## src/rtl/data_mem_controller.sv

```systemverilog
`default_nettype none
// ============================================================================
// Module      : data_mem_controller
// Description : MEM-stage load/store sequencer for an RV32IM pipeline. It
//               drives a word-wide, byte-enabled, variable-latency data memory
//               through a REQ/ACK handshake. It steers store bytes onto lanes,
//               extracts and extends load data, and stalls the pipeline through
//               BUSYWAIT. Misaligned accesses, illegal FUNCTION3 codes and
//               memory timeouts are reported as faults.
// Ports       : CLK, RESET (async, active-high)
//               MEM_READ/MEM_WRITE/FUNCTION3/ADDRESS/DATA2 - pipeline request
//               READ_DATA/BUSYWAIT/MISALIGNED/ACCESS_FAULT - pipeline response
//               MEM_REQ/MEM_WE/MEM_ADDR/MEM_BE/MEM_WDATA   - memory request
//               MEM_RDATA/MEM_ACK                          - memory response
// Revision    : 1.0 - initial release
// ============================================================================
module data_mem_controller #(
    parameter int CNT_W   = 8,
    parameter int TIMEOUT = 255
) (
    input  logic        CLK,
    input  logic        RESET,
    input  logic        MEM_READ,
    input  logic        MEM_WRITE,
    input  logic [2:0]  FUNCTION3,
    input  logic [31:0] ADDRESS,
    input  logic [31:0] DATA2,
    output logic [31:0] READ_DATA,
    output logic        BUSYWAIT,
    output logic        MISALIGNED,
    output logic        ACCESS_FAULT,
    output logic        MEM_REQ,
    output logic        MEM_WE,
    output logic [29:0] MEM_ADDR,
    output logic [3:0]  MEM_BE,
    output logic [31:0] MEM_WDATA,
    input  logic [31:0] MEM_RDATA,
    input  logic        MEM_ACK
);

    localparam logic [1:0] c_IDLE   = 2'd0;
    localparam logic [1:0] c_ACCESS = 2'd1;
    localparam logic [1:0] c_DONE   = 2'd2;

    // Counter value on which the last permitted ACCESS cycle is spent.
    localparam logic [CNT_W-1:0] c_TMO_LAST = CNT_W'(TIMEOUT - 1);

    logic [1:0]       r_state;
    logic [31:0]      r_read_data;
    logic             r_mem_req;
    logic             r_mem_we;
    logic [29:0]      r_mem_addr;
    logic [3:0]       r_mem_be;
    logic [31:0]      r_mem_wdata;
    logic [CNT_W-1:0] r_cnt;
    logic             r_misaligned;
    logic             r_access_fault;
    logic [2:0]       r_f3;
    logic [1:0]       r_off;

    logic             w_req;
    logic             w_illegal;
    logic             w_misal;
    logic [3:0]       w_be;
    logic [31:0]      w_wdata;
    logic [7:0]       w_byte;
    logic [15:0]      w_half;
    logic [31:0]      w_load;

    assign w_req = MEM_READ | MEM_WRITE;

    // A store wins when both request lines are raised, so legality is
    // judged against the store encoding in that case.
    always_comb begin
        w_illegal = 1'b0;
        if (MEM_WRITE) begin
            w_illegal = !(FUNCTION3 == 3'b000 || FUNCTION3 == 3'b001 || FUNCTION3 == 3'b010);
        end else begin
            w_illegal = (FUNCTION3 == 3'b011 || FUNCTION3 == 3'b110 || FUNCTION3 == 3'b111);
        end
    end

    // FUNCTION3[1:0] encodes the size for both signed and unsigned forms.
    assign w_misal = ((FUNCTION3[1:0] == 2'b01) && ADDRESS[0]) ||
                     ((FUNCTION3[1:0] == 2'b10) && (ADDRESS[1:0] != 2'b00));

    // Store lane steering; loads always fetch the whole word.
    always_comb begin
        w_be    = 4'b1111;
        w_wdata = DATA2;
        if (MEM_WRITE) begin
            case (FUNCTION3[1:0])
                2'b00: begin
                    w_be    = 4'b0001 << ADDRESS[1:0];
                    w_wdata = {4{DATA2[7:0]}};
                end
                2'b01: begin
                    w_be    = 4'b0011 << {ADDRESS[1], 1'b0};
                    w_wdata = {2{DATA2[15:0]}};
                end
                default: begin
                    w_be    = 4'b1111;
                    w_wdata = DATA2;
                end
            endcase
        end
    end

    // Load extraction uses the offset and width captured at issue time.
    always_comb begin
        w_byte = MEM_RDATA[8*r_off +: 8];
        w_half = r_off[1] ? MEM_RDATA[31:16] : MEM_RDATA[15:0];
        case (r_f3)
            3'b000:  w_load = {{24{w_byte[7]}}, w_byte};
            3'b001:  w_load = {{16{w_half[15]}}, w_half};
            3'b100:  w_load = {24'd0, w_byte};
            3'b101:  w_load = {16'd0, w_half};
            default: w_load = MEM_RDATA;
        endcase
    end

    always_ff @(posedge CLK or posedge RESET) begin
        if (RESET) begin
            r_state        <= c_IDLE;
            r_read_data    <= '0;
            r_mem_req      <= 1'b0;
            r_mem_we       <= 1'b0;
            r_mem_addr     <= '0;
            r_mem_be       <= '0;
            r_mem_wdata    <= '0;
            r_cnt          <= '0;
            r_misaligned   <= 1'b0;
            r_access_fault <= 1'b0;
            r_f3           <= '0;
            r_off          <= '0;
        end else begin
            case (r_state)
                c_IDLE: begin
                    if (w_req) begin
                        if (w_illegal) begin
                            r_access_fault <= 1'b1;
                            r_state        <= c_DONE;
                        end else if (w_misal) begin
                            r_misaligned   <= 1'b1;
                            r_state        <= c_DONE;
                        end else begin
                            r_mem_addr  <= ADDRESS[31:2];
                            r_mem_be    <= w_be;
                            r_mem_we    <= MEM_WRITE;
                            r_mem_wdata <= w_wdata;
                            r_f3        <= FUNCTION3;
                            r_off       <= ADDRESS[1:0];
                            r_cnt       <= '0;
                            r_mem_req   <= 1'b1;
                            r_state     <= c_ACCESS;
                        end
                    end
                end
                c_ACCESS: begin
                    // An ACK in the final permitted cycle still completes
                    // the access normally.
                    if (MEM_ACK) begin
                        if (!r_mem_we) begin
                            r_read_data <= w_load;
                        end
                        r_mem_req <= 1'b0;
                        r_state   <= c_DONE;
                    end else if (r_cnt == c_TMO_LAST) begin
                        r_access_fault <= 1'b1;
                        r_mem_req      <= 1'b0;
                        r_state        <= c_DONE;
                    end else begin
                        r_cnt <= r_cnt + 1'b1;
                    end
                end
                c_DONE: begin
                    // The same instruction is still presented here, so
                    // request inputs are deliberately not examined.
                    r_misaligned   <= 1'b0;
                    r_access_fault <= 1'b0;
                    r_state        <= c_IDLE;
                end
                default: begin
                    r_state <= c_IDLE;
                end
            endcase
        end
    end

    assign BUSYWAIT     = ((r_state == c_IDLE) && w_req) || (r_state == c_ACCESS);
    assign READ_DATA    = r_read_data;
    assign MISALIGNED   = r_misaligned;
    assign ACCESS_FAULT = r_access_fault;
    assign MEM_REQ      = r_mem_req;
    assign MEM_WE       = r_mem_we;
    assign MEM_ADDR     = r_mem_addr;
    assign MEM_BE       = r_mem_be;
    assign MEM_WDATA    = r_mem_wdata;

endmodule
`default_nettype wire

```

## config.mk

```make
export PLATFORM = sky130hd
export DESIGN_NAME = data_mem_controller
export DESIGN_NICKNAME = d
export VERILOG_FILES = /design/src/rtl/data_mem_controller.sv
export SDC_FILE = /design/constraint.sdc
export NUM_CORES = 1
export LEC_CHECK = 0
export CAP_MARGIN = 20
export CORE_MARGIN = 1.5
export CORE_UTILIZATION = 30
export DETAILED_ROUTE_END_ITERATION = 6
export PLACE_DENSITY = 0.57
export SLEW_MARGIN = 20
export SYNTH_ARGS = -nofsm -noshare
export SYNTH_HDL_FRONTEND = slang
export SYNTH_SLANG_ARGS = --single-unit
```

## constraint.sdc

```tcl
create_clock -name CLK -period 7 [get_ports CLK]
set_input_delay 0.7 -clock CLK [delete_from_list [all_inputs] [get_ports CLK]]
set_output_delay 0.7 -clock CLK [all_outputs]
set_load 0.03 [all_outputs]
```

## After elaboration in Yosys (flattened, before gate mapping)

Cells that the tools add are included.

- Register bits after elaboration: 117
- Output and inout bits: 103

- Bitwise operators: 4
- Reductions and logical operators: 25
- Shift-type cells: 3
- Add/subtract/negate cells: 1
- Equal/unequal tests: 22
- Multiplexer cells: 34

Operators by type and width:

| cell | count |
|---|---|
| $pmux 32 s4 | 1 |
| $pmux 32 s2 | 1 |
| $mux 8 | 5 |
| $mux 32 | 1 |
| $shiftx 32x6->8 | 1 |
| $mux 16 | 1 |
| $ne 2x2->1 const B | 8 |
| $pmux 8 s2 | 1 |
| $mux 1 | 13 |
| $eq 3x3->1 const B | 4 |
| $mux 2 | 5 |
| $reduce_and 5->1 | 2 |
| $add 8x1->8 const B | 1 |
| $eq 8x8->1 const B | 1 |
| $pmux 4 s2 | 1 |
| $reduce_and 4->1 | 2 |
| $eq 3x1->1 const B | 2 |
| $eq 3x2->1 const B | 2 |
| $logic_not 3->1 | 2 |
| $logic_or 1x1->1 | 6 |
| $reduce_and 6->1 | 1 |
| $reduce_bool 2->1 | 3 |
| $eq 2x1->1 const B | 2 |
| $eq 2x2->1 const B | 2 |
| other kinds (15) | 21 |

## Depth between registers and ports, before layout

Gate-level depths: netlist (run 1).

- Depth in word-level cells: 8
- Gate-level depth with buffers: 7
- Mapped depth without buffers: 6

## Worst setup path after synthesis (run 1)

No wires, ideal clock.

- Path type: input to output
- Start point: input MEM_READ
- End point: output BUSYWAIT
- Data required time: 6.300 ns
- Data arrival time: 1.304 ns
- Path buffers: 0
- Path slack: 4.996 ns
- Stages on the path: 2
- Cell sequence: inv_1 a31oi_1

- Word-level cells in the longest chain between the ends: 3

Ends and longest elaborated chain:

| element | RTL line | source |
|---|---|---|
| start: declaration | 23 | `input logic MEM_READ,` |
| $or 1x1->1 | 70 | `assign w_req = MEM_READ \| MEM_WRITE;` |
| $logic_and 1x1->1 | 190 | `assign BUSYWAIT = ((r_state == c_IDLE) && w_req) \|\| (r_state == c_ACCESS);` |
| $logic_or 1x1->1 | 190 |  |
| end: declaration | 29 | `output logic BUSYWAIT,` |

Every way passes these cells.

## Worst setup path in the final report (run 1)

- Start point: input FUNCTION3[0]
- End point: register r_mem_wdata[7], in the netlist MEM_WDATA[7]

- Word-level cells in the longest chain between the ends: 7
- Elaborated cells between the ends (all ways): 20

Ends and longest elaborated chain:

| element | RTL line | source |
|---|---|---|
| start: declaration | 25 | `input logic [2:0] FUNCTION3,` |
| $eq 3x1->1 / $logic_not 3->1 (equally long branches) | 77 | `w_illegal = !(FUNCTION3 == 3'b000 \|\| FUNCTION3 == 3'b001 \|\| FUNCTION3 == 3'b010);` |
| $logic_or 1x1->1 (2 in series) | 77 |  |
| $logic_not 1->1 | 77 |  |
| $mux 1 | 76 | `if (MEM_WRITE) begin` |
| $not 1->1 (no line) | n/a |  |
| $reduce_and 4->1 (no line) (*) | n/a |  |
| end signal: assignment | 150 | `r_mem_wdata <= w_wdata;` |
| end: declaration | 54 | `logic [31:0] r_mem_wdata;` |

Every way passes the cells marked *; elsewhere a longest branch is shown, timed or not.
A chain may end at the register's enable or synchronous reset.

==> metrics.yaml, run 1 <==
row_count: 50
synthMuxAreaShare_pct: 15.2
status: "finished clean"
min_period_ns: 3.41
relSlewSlack_pct: 33.8
grt_max_degree: 73
rrSetupSlack_ns: 4.58
fin_nets: 821
dp.cells: 955
fmaxAchievable_mhz: 293
dr.pass1.iters: 5
seq_area_frac_synth_pct: 50.6
synth_xor_area_share_pct: 0
numCtsBuffers: 17
synth_ff_type: "dfrtp_1"
cp-endpoint: "MEM_WDATA[7]$_DFFE_PP0P_"
place_area_um2: 8010
post-route-util_pct: 46.1
yosys.area_share.simple_pct: 13.0
die-area_um2: 20100
rr_worst_depth: 3
final_area_um2: 8680
arrival_ns: 3.71
cp.required_ns: 7.29
grt_overflow: 0
drive_gt1_share_pct: 15.2
cp-end-kind: "flip-flop"
regArea_um2: 2930
async_reset_ff_share_pct: 100
wl_per_cell_um: 17.2
place.gp.congestion: 0.799
grt_pass1_wl_um: 27000
cap_viol_max_count: 0
via_per_inst: 4.99
holdBufCountCts: 0
layout_commonest_cell: "clkdlybuf4s50_1"
port_buffers: 206
hpwlAfterDp_um: 11800
cts-htree-levels: 4
layout_common_cells: "206 x clkdlybuf4s50_1, 117 x dfrtp_1, 50 x o21ai_0"
setup-tns-final_ns: 0
leakagePower_uw: 0.00355
total_power_uw: 4240
crit_start: "FUNCTION3[0]"
postSynthAreaPerCell_um2: 11.0
synth_edf_count: 0
via_count: 4930
drc: 0
insertion_delay_ns: 0.41
fp.dieH_um: 142
critPathLaunchType: "primary input"
synth_nets: 631
fill_cells: 1718
timing.rr.start: "r_off[1]$_DFFE_PP0P_"
finalClockSkew_ns: 0.00779
ys_ff_latch: 117
path_class: "in -> reg"
grt_antenna_before_repair: 0
grt_pass1_vias: 4995
setup_viol: 0
synth_compound_area_share_pct: 16.6
synth_cell_type_count: 48
synthesis.area_um2: 5790
power_density_nw_per_um2: 488
vdd_drop_max_v: 0.000249
cts.clk_slew.worst_paths_ns: 0.06
final_cells: 988
drt_iter0_markers: 290
n_antenna_cell: 0
multiInputGateArea_um2: 2630
cts_sinks: 117
hold_class: "reg -> reg"
die_w_um: 142
rsz0062_at_grt: "no"
regToRegEndpoint: "READ_DATA[16]$_DFFE_PP0P_"
cts-resized-gates: 0
start_util_pct: 30.7
tightest_slew_ns: 0.993
cts_tree: "done"
clockBufferDepth: 2
syn_inst: 525
synth_fa_ha_area_share_pct: 0.432
ios: 207
synth_top_family_by_area: "compound AO/OA/AOI/OAI gates"
final_antenna_net_count: 0
cts_root_buf: "clkbuf_16"
coreArea_um2: 18800
grt_usage_pct: 17.1
final_max_slew_viol_count: 0
area_delta_synth_final_pct: 49.9
cp_max_fo: 48
routed_wirelength_um: 17000
post-route-period-util_pct: 48.8
yosys_warnings: 0
cts_setup_buffers: 0
final_hold_viol_count: 0
synthesized netlist by cell type (2+ instances only):
library cell,number,area [um2]
a2111oi_2,2,30.0
a211oi_1,11,82.6
a21oi_1,13,65.1
a22oi_1,7,52.6
a2bb2oi_1,5,43.8
a31oi_1,8,50.1
buf_2,10,50.1
buf_4,9,67.6
buf_6,3,33.8
clkbuf_1,18,67.6
dfrtp_1,117,2930
ha_1,2,25.0
inv_1,6,22.5
mux2_1,3,33.8
mux2_2,42,473
mux2_4,6,90.1
mux2i_1,26,260
nand2_1,38,143
nand2b_1,8,50.1
nand3_1,28,140
nand3_2,9,90.1
nand3b_1,9,67.6
nor2_1,32,120
nor2b_1,7,43.8
nor3_1,2,10.0
nor3b_1,3,22.5
o21ai_0,50,250
o21ai_2,2,17.5
o21bai_1,7,52.6
o22a_1,8,70.1
o31ai_1,16,120
or2_1,2,12.5
registers in the layout, indices dropped and copies added, names as in the netlist:
signal / cells
MEM_REQ: 1
r_f3: 3
MEM_ADDR: 30
MEM_WE: 1
MISALIGNED: 1
MEM_WDATA: 32
r_off: 2
MEM_BE: 4
READ_DATA: 32
ACCESS_FAULT: 1
r_cnt: 8
r_state: 2
kinds of logic after synthesis:
kind of cell	count (synthesis)
buffers and inverters	47
DFF	117
AOI/OAI and AO/OA	137
muxes	78
adders and majority gates	2
and+or+nand+nor	144
where the power goes:
| part | switching, uW | internal (uW) | total, uW |
|---|---|---|---|
| Clock | 332 | 610 | 942 |
| Sequential | 247 | 997 | 1240 |
| Combinational | 1150 | 901 | 2050 |
stage by stage:
step / hold WS [ns] / setup slack, ns
detailed placement: 0.488 / 2.79
floorplan: 0.515 / 3.20
global route: 0.511 / 3.37
global placement: 0.478 / 2.87
CTS: 0.503 / 3.23
finish: 0.497 / 3.59
area by class of cell:
type,instances,area share (%)
Tap cell,260,3.75
Inverter,6,0.288
Multi-Input combinational cell,361,30.4
Clock inverter,14,2.29
Sequential cell,117,33.7
Timing Repair Buffer,212,24.5
Clock buffer,18,5.06
worst max-delay path: stages:
cell and delay [ns]:
clkdlybuf4s50_1 0.89, nand2b_1 0.42, o211ai_4 0.20, buf_4 0.42, or2_2 0.63, mux2_2 0.40
worst min-delay path by stage:
stage                                          from                         to  slack, ns  depth (start not counted)
final                     READ_DATA[17]$_DFFE_PP0P_  READ_DATA[17]$_DFFE_PP0P_       0.50                          2
after global routing       MEM_ADDR[27]$_DFFE_PP0P_   MEM_ADDR[27]$_DFFE_PP0P_       0.51                          1
after CTS                  MEM_ADDR[27]$_DFFE_PP0P_   MEM_ADDR[27]$_DFFE_PP0P_       0.50                          1
after detailed placement   MEM_ADDR[27]$_DFFE_PP0P_   MEM_ADDR[27]$_DFFE_PP0P_       0.49                          1
after global placement     MEM_ADDR[27]$_DFFE_PP0P_   MEM_ADDR[27]$_DFFE_PP0P_       0.48                          1
after floorplan                r_cnt[0]$_DFFE_PP0P_       r_cnt[0]$_DFFE_PP0P_       0.51                          1
per-layer routing:
| metal | global-route usage [%] | wire length (um) | share of wire, % | vias up |
|---|---|---|---|---|
| met4 | 4.56 | 189 | 1.1 | 0 |
| met5 | 0 | 0 | 0 | - |
| met1 | 22.5 | 7470 | 44 | 2419 |
| li1 | - | - | - | 2293 |
| met3 | 5.64 | 1330 | 7.8 | 15 |
| met2 | 27.0 | 7990 | 47 | 203 |
Note: power is estimated with default switching activity, not from simulation.
==> run 2, diff against run 1 <==
==> constraint.sdc (replaced) <==
create_clock -name CLK -period 3.5 [get_ports CLK]
set_input_delay 0.35 -clock CLK [delete_from_list [all_inputs] [get_ports CLK]]
set_output_delay 0.35 -clock CLK [all_outputs]
set_load 0.03 [all_outputs]
==> run 2 against run 1 <==
Die area did not move. Global-route usage rose by 0.85 points. Hold slack got worse by 0.14 ns. Via count rose by 0.14%. Critical path depth fell by 3. Cell count rose by 0.51%. Register-to-register slack got worse by 3.2 ns. Setup slack got worse by 2.6 ns. Critical path type is now reg -> out. Critical endpoint is now BUSYWAIT. Largest cell class unchanged. Highest routed layer unchanged.
==> metrics.yaml, run 2 (same netlist as run 1, synthesis figures left out) <==
status: "finished clean"
dp.cells: 962
fmaxAchievable_mhz: 390
final_area_um2: 8680
final_max_slew_viol_count: 0
setup-tns-final_ns: 0
crit_start: "r_state[0]$_DFFE_PP0P_"
cts_setup_buffers: 0
path_class: "reg -> out"
grtUsageMet3_pct: 6.75
cts_sinks: 117
finalClockSkew_ns: 0.00524
use_met2_pct: 28.5
grt-busiest-layer: "met2"
p_clk_share_pct: 20.9
cp-end-kind: "primary output"
cts_tree: "done"
fin_nets: 827
grt_pass1_vias: 5079
row_count: 50
area_delta_synth_final_pct: 49.9
holdBufCountCts: 0
rr_worst_depth: 6
grt_pass1_wl_um: 28000
wl_per_cell_um: 17.5
final_cells: 993
worst_slack_ns: 0.936
post-route-util_pct: 46.1
vdd_drop_max_v: 0.000484
coreArea_um2: 18800
place_area_um2: 8080
power_density_nw_per_um2: 966
final_antenna_net_count: 0
insertion_delay_ns: 0.41
die_w_um: 142
hpwlAfterDp_um: 12400
via_per_inst: 4.97
intPower_uw: 4970
cts-htree-levels: 4
critPathLaunchType: "flip-flop"
place.gp.congestion: 0.853
grtUsageMet1_pct: 22.7
min_period_ns: 2.56
cap_viol_max_count: 0
fp.dieH_um: 142
layout_commonest_cell: "clkdlybuf4s50_1"
post-route-period-util_pct: 73.3
dr.pass1.iters: 4
p_sw_uw: 3410
cp-endpoint: "BUSYWAIT"
p_sw_share_pct: 40.7
setup_viol: 0
grt_max_degree: 75
cts.clk_slew.worst_paths_ns: 0.05
numCtsBuffers: 17
regToRegEndpoint: "MEM_WDATA[7]$_DFFE_PP0P_"
cp_max_fo: 10
leakagePower_uw: 0.00355
die-area_um2: 20100
n_antenna_cell: 0
relSlewSlack_pct: 34.7
drive_gt1_share_pct: 15.1
cts_root_buf: "clkbuf_16"
routed_wirelength_um: 17400
grt_antenna_before_repair: 0
pwr-share-comb_pct: 49.6
clockBufferDepth: 2
final_hold_viol_count: 0
arrival_ns: 2.21
grt_usage_pct: 18.0
dp_slack_ns: 0.790
hold_class: "in -> async"
layout_common_cells: "206 x clkdlybuf4s50_1, 117 x dfrtp_1, 50 x o21ai_0"
timing.rr.start: "r_state[0]$_DFFE_PP0P_"
cts-resized-gates: 0
cp.required_ns: 3.15
rsz0062_at_grt: "no"
grt_overflow: 0
drt_iter0_markers: 300
ios: 207
drc: 0
port_buffers: 206
start_util_pct: 30.7
p_seq_share_pct: 29.5
via_count: 4937
tightest_slew_ns: 0.980
fill_cells: 1714
rrSetupSlack_ns: 1.39
run 2: worst max-delay path, stage by stage (launching register included):
cell	delay, ns
dfrtp_1	0.56
inv_1	0.16
a31oi_1	0.35
clkdlybuf4s50_1	0.74
run 2: worst min-delay path by stage:
stage                                      endpoint                      start  slack, ns
after CTS                   MEM_ADDR[7]$_DFFE_PP0P_                      RESET       0.37
final                       MEM_ADDR[7]$_DFFE_PP0P_                      RESET       0.36
after global routing        MEM_ADDR[5]$_DFFE_PP0P_                      RESET       0.41
after global placement    READ_DATA[28]$_DFFE_PP0P_  READ_DATA[28]$_DFFE_PP0P_       0.48
after detailed placement  READ_DATA[17]$_DFFE_PP0P_  READ_DATA[17]$_DFFE_PP0P_       0.48
after floorplan               MEM_BE[2]$_DFFE_PP0P_                 ADDRESS[1]       0.48
run 2: power by group through the flow:
stage                     Clock [uW]  Sequential [uW]  Combinational, uW
after CTS                       1800             2480               4200
after global routing            1870             2560               4430
after detailed placement           0             2480               4180
final                           1750             2470               4160
after global placement             0             2480               4120
after floorplan                    0             3510               1400
run 2: metal layers:
metal  wire length (um)  vias to the layer above
met5                  0                        -
met4                253                        0
met3               1320                       20
met2               8340                      172
met1               7470                     2447
li1                   -                     2298
run 2: stage by stage:
stage / power [uW] / hold slack, ns
after floorplan: 4920 / 0.480
after global placement: 6600 / 0.479
after detailed placement: 6660 / 0.482
after CTS: 8470 / 0.367
after global routing: 8860 / 0.410
final: 8380 / 0.356
run 2: area by class of cell:
| type | count | area, um2 | area share (%) |
|---|---|---|---|
| Multi-Input combinational cell | 361 | 2630 | 30.3 |
| Sequential cell | 117 | 2930 | 33.7 |
| Clock inverter | 9 | 128 | 1.47 |
| Clock buffer | 22 | 464 | 5.35 |
| Timing Repair Buffer | 218 | 2180 | 25.1 |
| Tap cell | 260 | 325 | 3.75 |
| Inverter | 6 | 25.0 | 0.288 |
